### src/rtl/uart_tx_pkg.sv
// ---------------------------------------------------------------------------
// uart_tx_pkg
// Shared definitions for the UART TX sequencing controller.
//   state_t        : FSM state encodings (IDLE, START, DATA, PARITY, STOP)
//   MUX_*          : output mux select codes, also used by tx_mux
//   mux_for_state  : maps an FSM state onto the mux select it drives
// ---------------------------------------------------------------------------
package uart_tx_pkg;

  typedef enum logic [2:0] {
    IDLE   = 3'd0,
    START  = 3'd1,
    DATA   = 3'd2,
    PARITY = 3'd3,
    STOP   = 3'd4
  } state_t;

  localparam logic [1:0] MUX_START = 2'b00;
  localparam logic [1:0] MUX_STOP  = 2'b01;
  localparam logic [1:0] MUX_DATA  = 2'b10;
  localparam logic [1:0] MUX_PAR   = 2'b11;

  // Anything that is not an active frame phase keeps the line at the
  // stop/idle level, so the default covers IDLE and STOP alike.
  function automatic logic [1:0] mux_for_state(input state_t s);
    logic [1:0] sel;
    sel = MUX_STOP;
    case (s)
      START:   sel = MUX_START;
      DATA:    sel = MUX_DATA;
      PARITY:  sel = MUX_PAR;
      default: sel = MUX_STOP;
    endcase
    return sel;
  endfunction

endpackage

### src/rtl/uart_tx_fsm_if.sv
// ---------------------------------------------------------------------------
// uart_tx_fsm_if
// Bundles the frame-request handshake and the serializer/mux control lines
// of the UART TX controller.
//   Data_Valid  : frame request from the upstream source
//   PAR_EN      : parity phase enable, taken when a request is accepted
//   ser_done    : serializer is presenting its last data bit
//   ser_en      : serializer shift enable
//   mux_sel     : tx_mux select (start / stop-idle / data / parity)
//   busy        : frame in progress
//   data_accept : one-cycle pulse while the START phase is on the line
//   frame_err   : sticky stalled-serializer flag
// modport slave  : the controller side
// modport master : the upstream source / serializer side
// ---------------------------------------------------------------------------
interface uart_tx_fsm_if;
  import uart_tx_pkg::*;

  logic       Data_Valid;
  logic       PAR_EN;
  logic       ser_done;
  logic       ser_en;
  logic [1:0] mux_sel;
  logic       busy;
  logic       data_accept;
  logic       frame_err;

  modport slave (
    input  Data_Valid, PAR_EN, ser_done,
    output ser_en, mux_sel, busy, data_accept, frame_err
  );

  modport master (
    output Data_Valid, PAR_EN, ser_done,
    input  ser_en, mux_sel, busy, data_accept, frame_err
  );

endinterface

### src/rtl/uart_tx_wdog.sv
// ---------------------------------------------------------------------------
// uart_tx_wdog
// Clearable up-counter with a terminal-count flag, used to detect a
// serializer that never reports ser_done.
//   CLK   : clock
//   RST   : synchronous active-high reset
//   clr   : synchronous clear (wins over en)
//   en    : count enable
//   tc    : high while the count equals LIMIT
// ---------------------------------------------------------------------------
module uart_tx_wdog #(
  parameter int WIDTH = 4,
  parameter int LIMIT = 9
) (
  input  logic CLK,
  input  logic RST,
  input  logic clr,
  input  logic en,
  output logic tc
);

  logic [WIDTH-1:0] count;

  always_ff @(posedge CLK) begin
    if (RST) begin
      count <= '0;
    end else if (clr) begin
      count <= '0;
    end else if (en) begin
      count <= count + WIDTH'(1);
    end
  end

  assign tc = (count == WIDTH'(LIMIT));

endmodule

### src/rtl/uart_tx_fsm.sv
// ---------------------------------------------------------------------------
// uart_tx_fsm
// Sequencing controller for the UART TX datapath. Takes a frame request and
// walks the serializer enable and tx_mux select through the start, data,
// optional parity and stop phases. A watchdog forces the frame to STOP and
// raises a sticky frame_err if the serializer never reports ser_done.
//   CLK  : clock, all state changes on the rising edge
//   RST  : synchronous active-high reset
//   bus  : uart_tx_fsm_if.slave (request handshake + serializer/mux control)
// Parameters:
//   DATA_WIDTH : bits per frame, sets the watchdog limit
//   STOP_BITS  : stop-bit cycles per frame (1 or 2)
// ---------------------------------------------------------------------------
module uart_tx_fsm
  import uart_tx_pkg::*;
#(
  parameter int DATA_WIDTH = 8,
  parameter int STOP_BITS  = 1
) (
  input  logic           CLK,
  input  logic           RST,
  uart_tx_fsm_if.slave   bus
);

  localparam int         WDOG_W    = $clog2(DATA_WIDTH + 2);
  localparam logic [1:0] STOP_LAST = 2'(STOP_BITS - 1);

  state_t     state;
  state_t     next_state;
  logic       par_en_q;
  logic [1:0] stop_cnt;
  logic       stop_last;
  logic       wdog_tc;
  logic       wdog_timeout;

  logic       ser_en_q;
  logic [1:0] mux_sel_q;
  logic       busy_q;
  logic       data_accept_q;
  logic       frame_err_q;

  assign stop_last    = (stop_cnt == STOP_LAST);
  // ser_done takes priority: a serializer finishing on the limit cycle is
  // a good frame, not a stall.
  assign wdog_timeout = (state == DATA) && !bus.ser_done && wdog_tc;

  // The watchdog restarts for every frame and only advances while data
  // bits are being shifted out.
  uart_tx_wdog #(
    .WIDTH (WDOG_W),
    .LIMIT (DATA_WIDTH + 1)
  ) u_wdog (
    .CLK (CLK),
    .RST (RST),
    .clr (next_state == START),
    .en  (state == DATA),
    .tc  (wdog_tc)
  );

  // Next-state decode. Data_Valid is only looked at in IDLE and on the final
  // stop cycle, which gives back-to-back frames without an idle gap and no
  // request queueing. Illegal encodings fall back to IDLE.
  always_comb begin
    next_state = state;
    case (state)
      IDLE:    if (bus.Data_Valid) next_state = START;
      START:   next_state = DATA;
      DATA: begin
        if (bus.ser_done) next_state = par_en_q ? PARITY : STOP;
        else if (wdog_tc) next_state = STOP;
      end
      PARITY:  next_state = STOP;
      STOP: begin
        if (stop_last) next_state = bus.Data_Valid ? START : IDLE;
      end
      default: next_state = IDLE;
    endcase
  end

  // State plus registered outputs. Outputs are decoded from next_state so
  // they change on the same edge as the state they describe. PAR_EN is
  // captured only when a frame starts, so mid-frame changes are harmless.
  always_ff @(posedge CLK) begin
    if (RST) begin
      state         <= IDLE;
      ser_en_q      <= 1'b0;
      mux_sel_q     <= MUX_STOP;
      busy_q        <= 1'b0;
      data_accept_q <= 1'b0;
      frame_err_q   <= 1'b0;
      par_en_q      <= 1'b0;
      stop_cnt      <= '0;
    end else begin
      state         <= next_state;
      ser_en_q      <= (next_state == DATA);
      mux_sel_q     <= mux_for_state(next_state);
      busy_q        <= (next_state != IDLE);
      data_accept_q <= (next_state == START);
      if (next_state == START) begin
        par_en_q <= bus.PAR_EN;
        stop_cnt <= '0;
      end else if (state == STOP && !stop_last) begin
        stop_cnt <= stop_cnt + 2'd1;
      end
      if (wdog_timeout) frame_err_q <= 1'b1;
    end
  end

  assign bus.ser_en      = ser_en_q;
  assign bus.mux_sel     = mux_sel_q;
  assign bus.busy        = busy_q;
  assign bus.data_accept = data_accept_q;
  assign bus.frame_err   = frame_err_q;

endmodule

### src/flat_wrapper.sv
// flat-port wrapper written by rule: the top's interface ports become plain ports
module uart_tx_fsm_flat import uart_tx_pkg::*;
#(
  parameter int DATA_WIDTH = 8,
  parameter int STOP_BITS  = 1
)
  (CLK, RST, bus_Data_Valid, bus_PAR_EN, bus_ser_done, bus_ser_en, bus_mux_sel, bus_busy, bus_data_accept, bus_frame_err);
  uart_tx_fsm_if bus_i ();
  input  logic CLK;
  input  logic RST;
  input wire logic [$bits(bus_i.Data_Valid)-1:0] bus_Data_Valid;
  input wire logic [$bits(bus_i.PAR_EN)-1:0] bus_PAR_EN;
  input wire logic [$bits(bus_i.ser_done)-1:0] bus_ser_done;
  output wire logic [$bits(bus_i.ser_en)-1:0] bus_ser_en;
  output wire logic [$bits(bus_i.mux_sel)-1:0] bus_mux_sel;
  output wire logic [$bits(bus_i.busy)-1:0] bus_busy;
  output wire logic [$bits(bus_i.data_accept)-1:0] bus_data_accept;
  output wire logic [$bits(bus_i.frame_err)-1:0] bus_frame_err;
  assign bus_i.Data_Valid = bus_Data_Valid;
  assign bus_i.PAR_EN = bus_PAR_EN;
  assign bus_i.ser_done = bus_ser_done;
  assign bus_ser_en = bus_i.ser_en;
  assign bus_mux_sel = bus_i.mux_sel;
  assign bus_busy = bus_i.busy;
  assign bus_data_accept = bus_i.data_accept;
  assign bus_frame_err = bus_i.frame_err;
  uart_tx_fsm #(.DATA_WIDTH(DATA_WIDTH), .STOP_BITS(STOP_BITS)) u_core (.CLK(CLK), .RST(RST), .bus(bus_i));
endmodule
### config.mk
export PLATFORM = sky130hd
export DESIGN_NAME = uart_tx_fsm_flat
export DESIGN_NICKNAME = d
export VERILOG_FILES = /design/src/rtl/uart_tx_pkg.sv /design/src/rtl/uart_tx_fsm_if.sv /design/src/rtl/uart_tx_wdog.sv /design/src/rtl/uart_tx_fsm.sv /design/src/flat_wrapper.sv
export SDC_FILE = /design/constraint.sdc
export NUM_CORES = 1
export LEC_CHECK = 0
export CORE_MARGIN = 10
export CORE_UTILIZATION = 45
export CTS_BUF_LIST = sky130_fd_sc_hd__clkbuf_4 sky130_fd_sc_hd__clkbuf_8
export DETAILED_ROUTE_END_ITERATION = 8
export PLACE_DENSITY = 0.72
export SYNTH_ARGS = -nofsm -noshare
export SYNTH_HDL_FRONTEND = slang
export SYNTH_SLANG_ARGS = --single-unit
### constraint.sdc
create_clock -name CLK -period 1.5 [get_ports CLK]
set_clock_uncertainty 0.05 [all_clocks]
set_input_delay 0.15 -clock CLK [delete_from_list [all_inputs] [get_ports CLK]]
set_output_delay 0.15 -clock CLK [all_outputs]
set_load 0.05 [all_outputs]
Word-level counts from Yosys, hierarchy flattened
Index checks and enable logic that the tools add are counted.
- bits of input ports: 5
- output and inout port bits: 6
- bits in registers: 16
- logic and storage cells: 36
- equality and inequality tests: 8
- multiplexer cells: 8
- reductions and logical operators: 9
- add/subtract/negate cells: 2
- operators by type and width (kind ; count):
    2-to-1 mux 3 bit ; 5
    case mux 3 bit (5 select lines) ; 1
    == test 3 x 2 -> 1 bit (second input constant) ; 4
    == test 3 x 1 -> 1 bit (second input constant) ; 2
    case mux 2 bit (3 select lines) ; 1
    adder 4 x 1 -> 4 bit (second input constant) ; 1
    == test 4 bit (second input constant) ; 1
    == test 3 bit (second input constant) ; 1
    logical AND 1 bit ; 3
    logical NOT 3 bit ; 1
    nonzero test 3 bit ; 1
    adder 2 x 1 -> 2 bit (second input constant) ; 1
    logical NOT 1 bit ; 2
    logical NOT 2 bit ; 1
    OR reduction 2 bit ; 1
    2-to-1 mux 1 bit ; 1

Logic depth before layout (Yosys ltp)
- depth in word-level cells: 6
- depth in mapped cells: 6
- mapped depth without buffers: 6

Cells and area by module
Synthesis repeated with hierarchy kept, for this count alone.
- cell total of the unflattened synthesis: 73
- area, all modules: 699.4 sq um
- modules (own cells, without submodules) (module ; instances ; cells each ; area an instance (sq um) ; seq. area each (sq um)):
    uart_tx_fsm ; 1 ; 53 ; 499.2 ; 240.2
    uart_tx_wdog ; 1 ; 20 ; 200.2 ; 80.1

Worst setup path after synthesis
Ideal clock, no wire load.
- kind: flip-flop to flip-flop
- from: register u_core.u_wdog.count[1]
- to: register u_core.busy_q, in the netlist u_core.bus.busy
- period minus slack after synthesis: 1609 ps
- path buffers: 0
- stages on the path, launching flop included: 7
- arrival: 1432 ps
- path slack: -109 ps
- library setup time: 127 ps
- data required time: 1323 ps
- cells stage by stage: dfxtp_1 > inv_1 > ha_1 > and4bb_1 > nor4_1 > nor3_1 > or3_1
- cells in the longest elaborated chain, start to end: 5
- RTL lines (what ; line ; source):
    start: declaration ; uart_tx_wdog.sv:22 ; logic [WIDTH-1:0] count;
    start signal: assignment ; uart_tx_wdog.sv:30 ; count <= count + WIDTH'(1);
    == test 4 bit ; uart_tx_wdog.sv:34 ; assign tc = (count == WIDTH'(LIMIT));
    2-to-1 mux 3 bit ; uart_tx_fsm.sv:70 ; else if (wdog_tc) next_state = STOP;
    2-to-1 mux 3 bit ; uart_tx_fsm.sv:69 ; if (bus.ser_done) next_state = par_en_q ? PARITY : STOP;
    case mux 3 bit (5 select lines) ; uart_tx_fsm.sv:65 ; case (state)
    nonzero test 3 bit ; uart_tx_fsm.sv:97 ; busy_q <= (next_state != IDLE);
    end signal: assignment ; uart_tx_fsm.sv:97 ;
    end: declaration ; uart_tx_fsm.sv:38 ; logic busy_q;
Every way passes these cells.
A chain may end at the register's enable or synchronous reset.

Final worst setup path
- from: register u_core.state[2]
- to: register u_core.mux_sel_q[0], in the netlist u_core.bus.mux_sel[0]
- cells in the longest elaborated chain, start to end: 5
- elaborated cells between the ends (all ways): 14
- those cells by class: eq/ne (7); mux (6); reduce/logical (1)
- RTL lines (what ; line ; source):
    start: declaration ; uart_tx_fsm.sv:28 ; state_t state;
    start signal: assignment ; uart_tx_fsm.sv:94 ; state <= next_state;
    2-to-1 mux 3 bit ; uart_tx_fsm.sv:70 ;
    2-to-1 mux 3 bit ; uart_tx_fsm.sv:69 ;
    case mux 3 bit (5 select lines) (*) ; uart_tx_fsm.sv:65 ;
    == test 3 x 2 -> 1 bit or == test 3 x 1 -> 1 bit (tied branches) ; uart_tx_pkg.sv:28 ; case (s)
    case mux 2 bit (3 select lines) (*) ; uart_tx_pkg.sv:28 ;
    end signal: assignment ; uart_tx_fsm.sv:96 ; mux_sel_q <= mux_for_state(next_state);
    end: declaration ; uart_tx_fsm.sv:37 ; logic [1:0] mux_sel_q;
Mark *: on every way between the ends. The rest lies on a longest branch, timed or not.

==> results by group <==
Worst setup path
  • Crit path max fanout: 3
  • Reg2reg setup slack: -0.05 ns
  • Critical Path AT: between 1.5 and 2 ns
  • Setup CP Type: flip-flop to flip-flop
  • Worst endpoint required time: 1.63 ns
  • Critical path launch point type: flip-flop
  • Element type at the critical path end: flip-flop

Synthesis
  • Register area share after synthesis: 0.4876
  • Warning count from the yosys run: 0
  • Synth Instances: 62
  • Synthesized Nets: 70
  • Seq cells post-synth: 16
  • Synth unique cells: 27
  • Area of the mapped netlist: 656.9 um^2
  • Avg Synthesized Cell Area: roughly 11 um^2

Timing
  • Final Hold Fails: 0
  • Worst slew pin tran: ~0.27 ns
  • Setup Viol. Count Final: 2
  • Tcrit/Tclk final: 1.036
  • Fmax: approximately 0.64 GHz
  • Unrepaired setup endpoints after global routing: true
  • Setup WS post-layout: -0.05349 ns
  • Final Max Slew Viols: 0
  • TNS Setup: -0.07274 ns
  • Headroom to the max-slew limit: 0.8203
  • Min Tclk post-route: 1.553 ns

Layout
  • Final instance area: 969.7 um^2
  • Reg area: ~330 um^2
  • Final Net Count: ~100
  • Commonest non-fill, non-tap cell in the layout: buf_4
  • Area of the multi-input gates: between 300 and 400 um^2
  • Ant diodes: 0
  • Leading cell types in the layout, fill and taps excluded: buf_4, dfxtp_1, nor2_1
  • Share of cells above drive strength 1: 0.4731
  • Fillers: 101
  • Layout area overhead: 47.62%

Drt
  • DRC Markers: 0
  • Via count: roughly 530
  • WL final: 1.414 mm
  • Via/cell ratio: ~4.9
  • Initial DRC Count: 6
  • Drt wl/cell: between 10 and 15 um
  • Antenna Nets Post-Route: 0
  • First-pass DRT Iterations: 4

Power
  • Sw frac: 0.2593
  • Leak: between 0.4 and 0.5 nW
  • Clock power share: 0.309
  • PD cells: slightly above 900 nW/um^2
  • NetSw: approximately 230 uW
  • Int Power: between 600 and 700 uW
  • Worst vdd ir: 0.6165 mV
  • Logic gate share of total power: 0.187
  • Sequential share of power: 0.504

Clocking
  • Clock Sinks: 16
  • Depth of the CTS H-tree: 1
  • CTS max path bufs: 2
  • Clock Latency Late Sink: around 0.28 ns
  • TritonCTS Buffers: 3
  • Hold bufs inserted after CTS: 0
  • CTS tree: yes
  • CTS root buffer: clkbuf_4
  • Clock transition at path regs: around 0.090 ns

Floorplanning
  • Starting Density: 0.4925
  • Die Wd: between 50 and 60 um
  • Die Y: ~58 um
  • # rows: 13
  • Top-level I/O count: 11
  • Die area: 3388 um^2
  • Core Area: roughly 1300 um^2

Place
  • Placed inst area: ~870 um^2
  • Count of input and output buffers: 10
  • Last weighted congestion value of the routability-driven placer: ~0.75
  • Post-DP HPWL: between 1 and 1.5 mm

Global routing
  • Initial antenna violation count: 0
  • All-layer global routing usage: 0.08566
  • Total grt overflow: 0
  • Largest net degree at the start of global routing: 10
  • First-pass GRT wire length: ~2.3 mm
  • Vias in the first global route: ~530

Run
  • Maxcap violations: 0

Run status
  • Failing checks: negative setup slack
  • Outcome: complete, but fails checks

Hold path
  • Worst hold path class: input pin to flip-flop
-- power by group through the flow --
stage	combinational [mW]	sequential [mW]	clock [mW]
after floorplan	0.0476	0.507	0
after global placement	0.155	0.464	0
after detailed placement	0.157	0.464	0
after CTS	0.162	0.455	0.294
after global routing	0.181	0.458	0.305
final	0.169	0.456	0.279
-- sequential cells by signal (all words and copies together), names as in the netlist --
signal / cells
u_core.bus.data_accept: 1
u_core.u_wdog.count: 4
u_core.state: 3
u_core.bus.frame_err: 1
u_core.bus.busy: 1
u_core.bus.ser_en: 1
u_core.bus.mux_sel: 2
u_core.par_en_q: 1
u_core.stop_cnt: 2
-- cell type report --
type                            instances  area share
Clock buffer                            4     0.03742
Tap cell                               15     0.01935
Timing Repair Buffer                   27      0.2232
Inverter                                4     0.01548
Multi-Input combinational cell         42      0.3690
Sequential cell                        16      0.3355
-- logic make-up after synthesis --
family,after synthesis,synth area share
buf+inv,4,0.02285
flops,16,0.4876
fa+ha+maj,3,0.05715
xor+xnor,4,0.05334
simple gates,26,0.2590
compound gates,8,0.1048
mux,1,0.01524
-- worst paths after layout --
check                                    start                                end  cells after the start
max reg2reg         u_core.state[2]$_SDFF_PP0_   u_core.bus.mux_sel[0]$_SDFF_PP1_                      4
min                             bus_Data_Valid         u_core.state[0]$_SDFF_PP0_                      3
max                 u_core.state[2]$_SDFF_PP0_   u_core.bus.mux_sel[0]$_SDFF_PP1_                      4
min reg2reg  u_core.bus.frame_err$_SDFFE_PP0P_  u_core.bus.frame_err$_SDFFE_PP0P_                      2
-- what timing repair did --
item | CTS | global route
pin swaps | 4 | 0
resized for setup | 2 | 7
setup endpoints to repair | 2 | 10
setup buffers | 2 | 1
-- critical path: stages, from the launching register on --
cell and delay [ns]:
dfxtp_2 0.35, or4b_4 0.55, o31ai_4 0.26, and3_4 0.21
nor2_2 0.03
-- routing by layer --
| layer | global-route usage | share of wire |
|---|---|---|
| met4 | 0.05034 | 0.0042 |
| met3 | 0.03050 | 0.035 |
| met1 | 0.09436 | 0.45 |
| met2 | 0.1380 | 0.51 |
| met5 | 0 | 0 |
-- synthesized netlist by cell type --
cell type  count  area share
dfxtp_1       16        0.49
nor2_1        11       0.063
a21oi_1        4       0.030
inv_1          4       0.023
ha_1           3       0.057
xnor2_1        2       0.027
xor2_1         2       0.027
a211oi_1       1       0.011
and2b_2        1       0.013
and3_4         1       0.017
and4bb_1       1       0.019
mux2i_1        1       0.015
nand2_1        1      0.0057
nand2b_1       1      0.0095
nand3_1        1      0.0076
nand4_1        1      0.0095
nor2_2         1      0.0095
nor3_1         1      0.0076
nor3b_2        1       0.019
nor4_1         1      0.0095
nor4b_2        1       0.023
o211ai_2       1       0.019
o31ai_1        1       0.011
o31ai_4        1       0.032
or3_1          1      0.0095
or4b_1         1       0.015
or4b_4         1       0.021
-- per-stage QoR --
| stage | total power, mW | setup slack [ns] | hold slack (ns) | instances | util |
|---|---|---|---|---|---|
| after global routing | 0.9436 | -0.1109 | 0.4698 | 108 | 0.7270 |
| after floorplan | 0.5544 | -0.007987 | 0.1724 | 62 | - |
| after CTS | 0.9106 | -0.06451 | 0.4260 | 107 | 0.6923 |
| after global placement | 0.6189 | -0.2232 | 0.4123 | 101 | 0.6520 |
| final | 0.9038 | -0.05349 | 0.4408 | 108 | 0.7270 |
| after detailed placement | 0.6215 | -0.2633 | 0.4398 | 101 | 0.6520 |
Power figures use the tool's default switching activity.
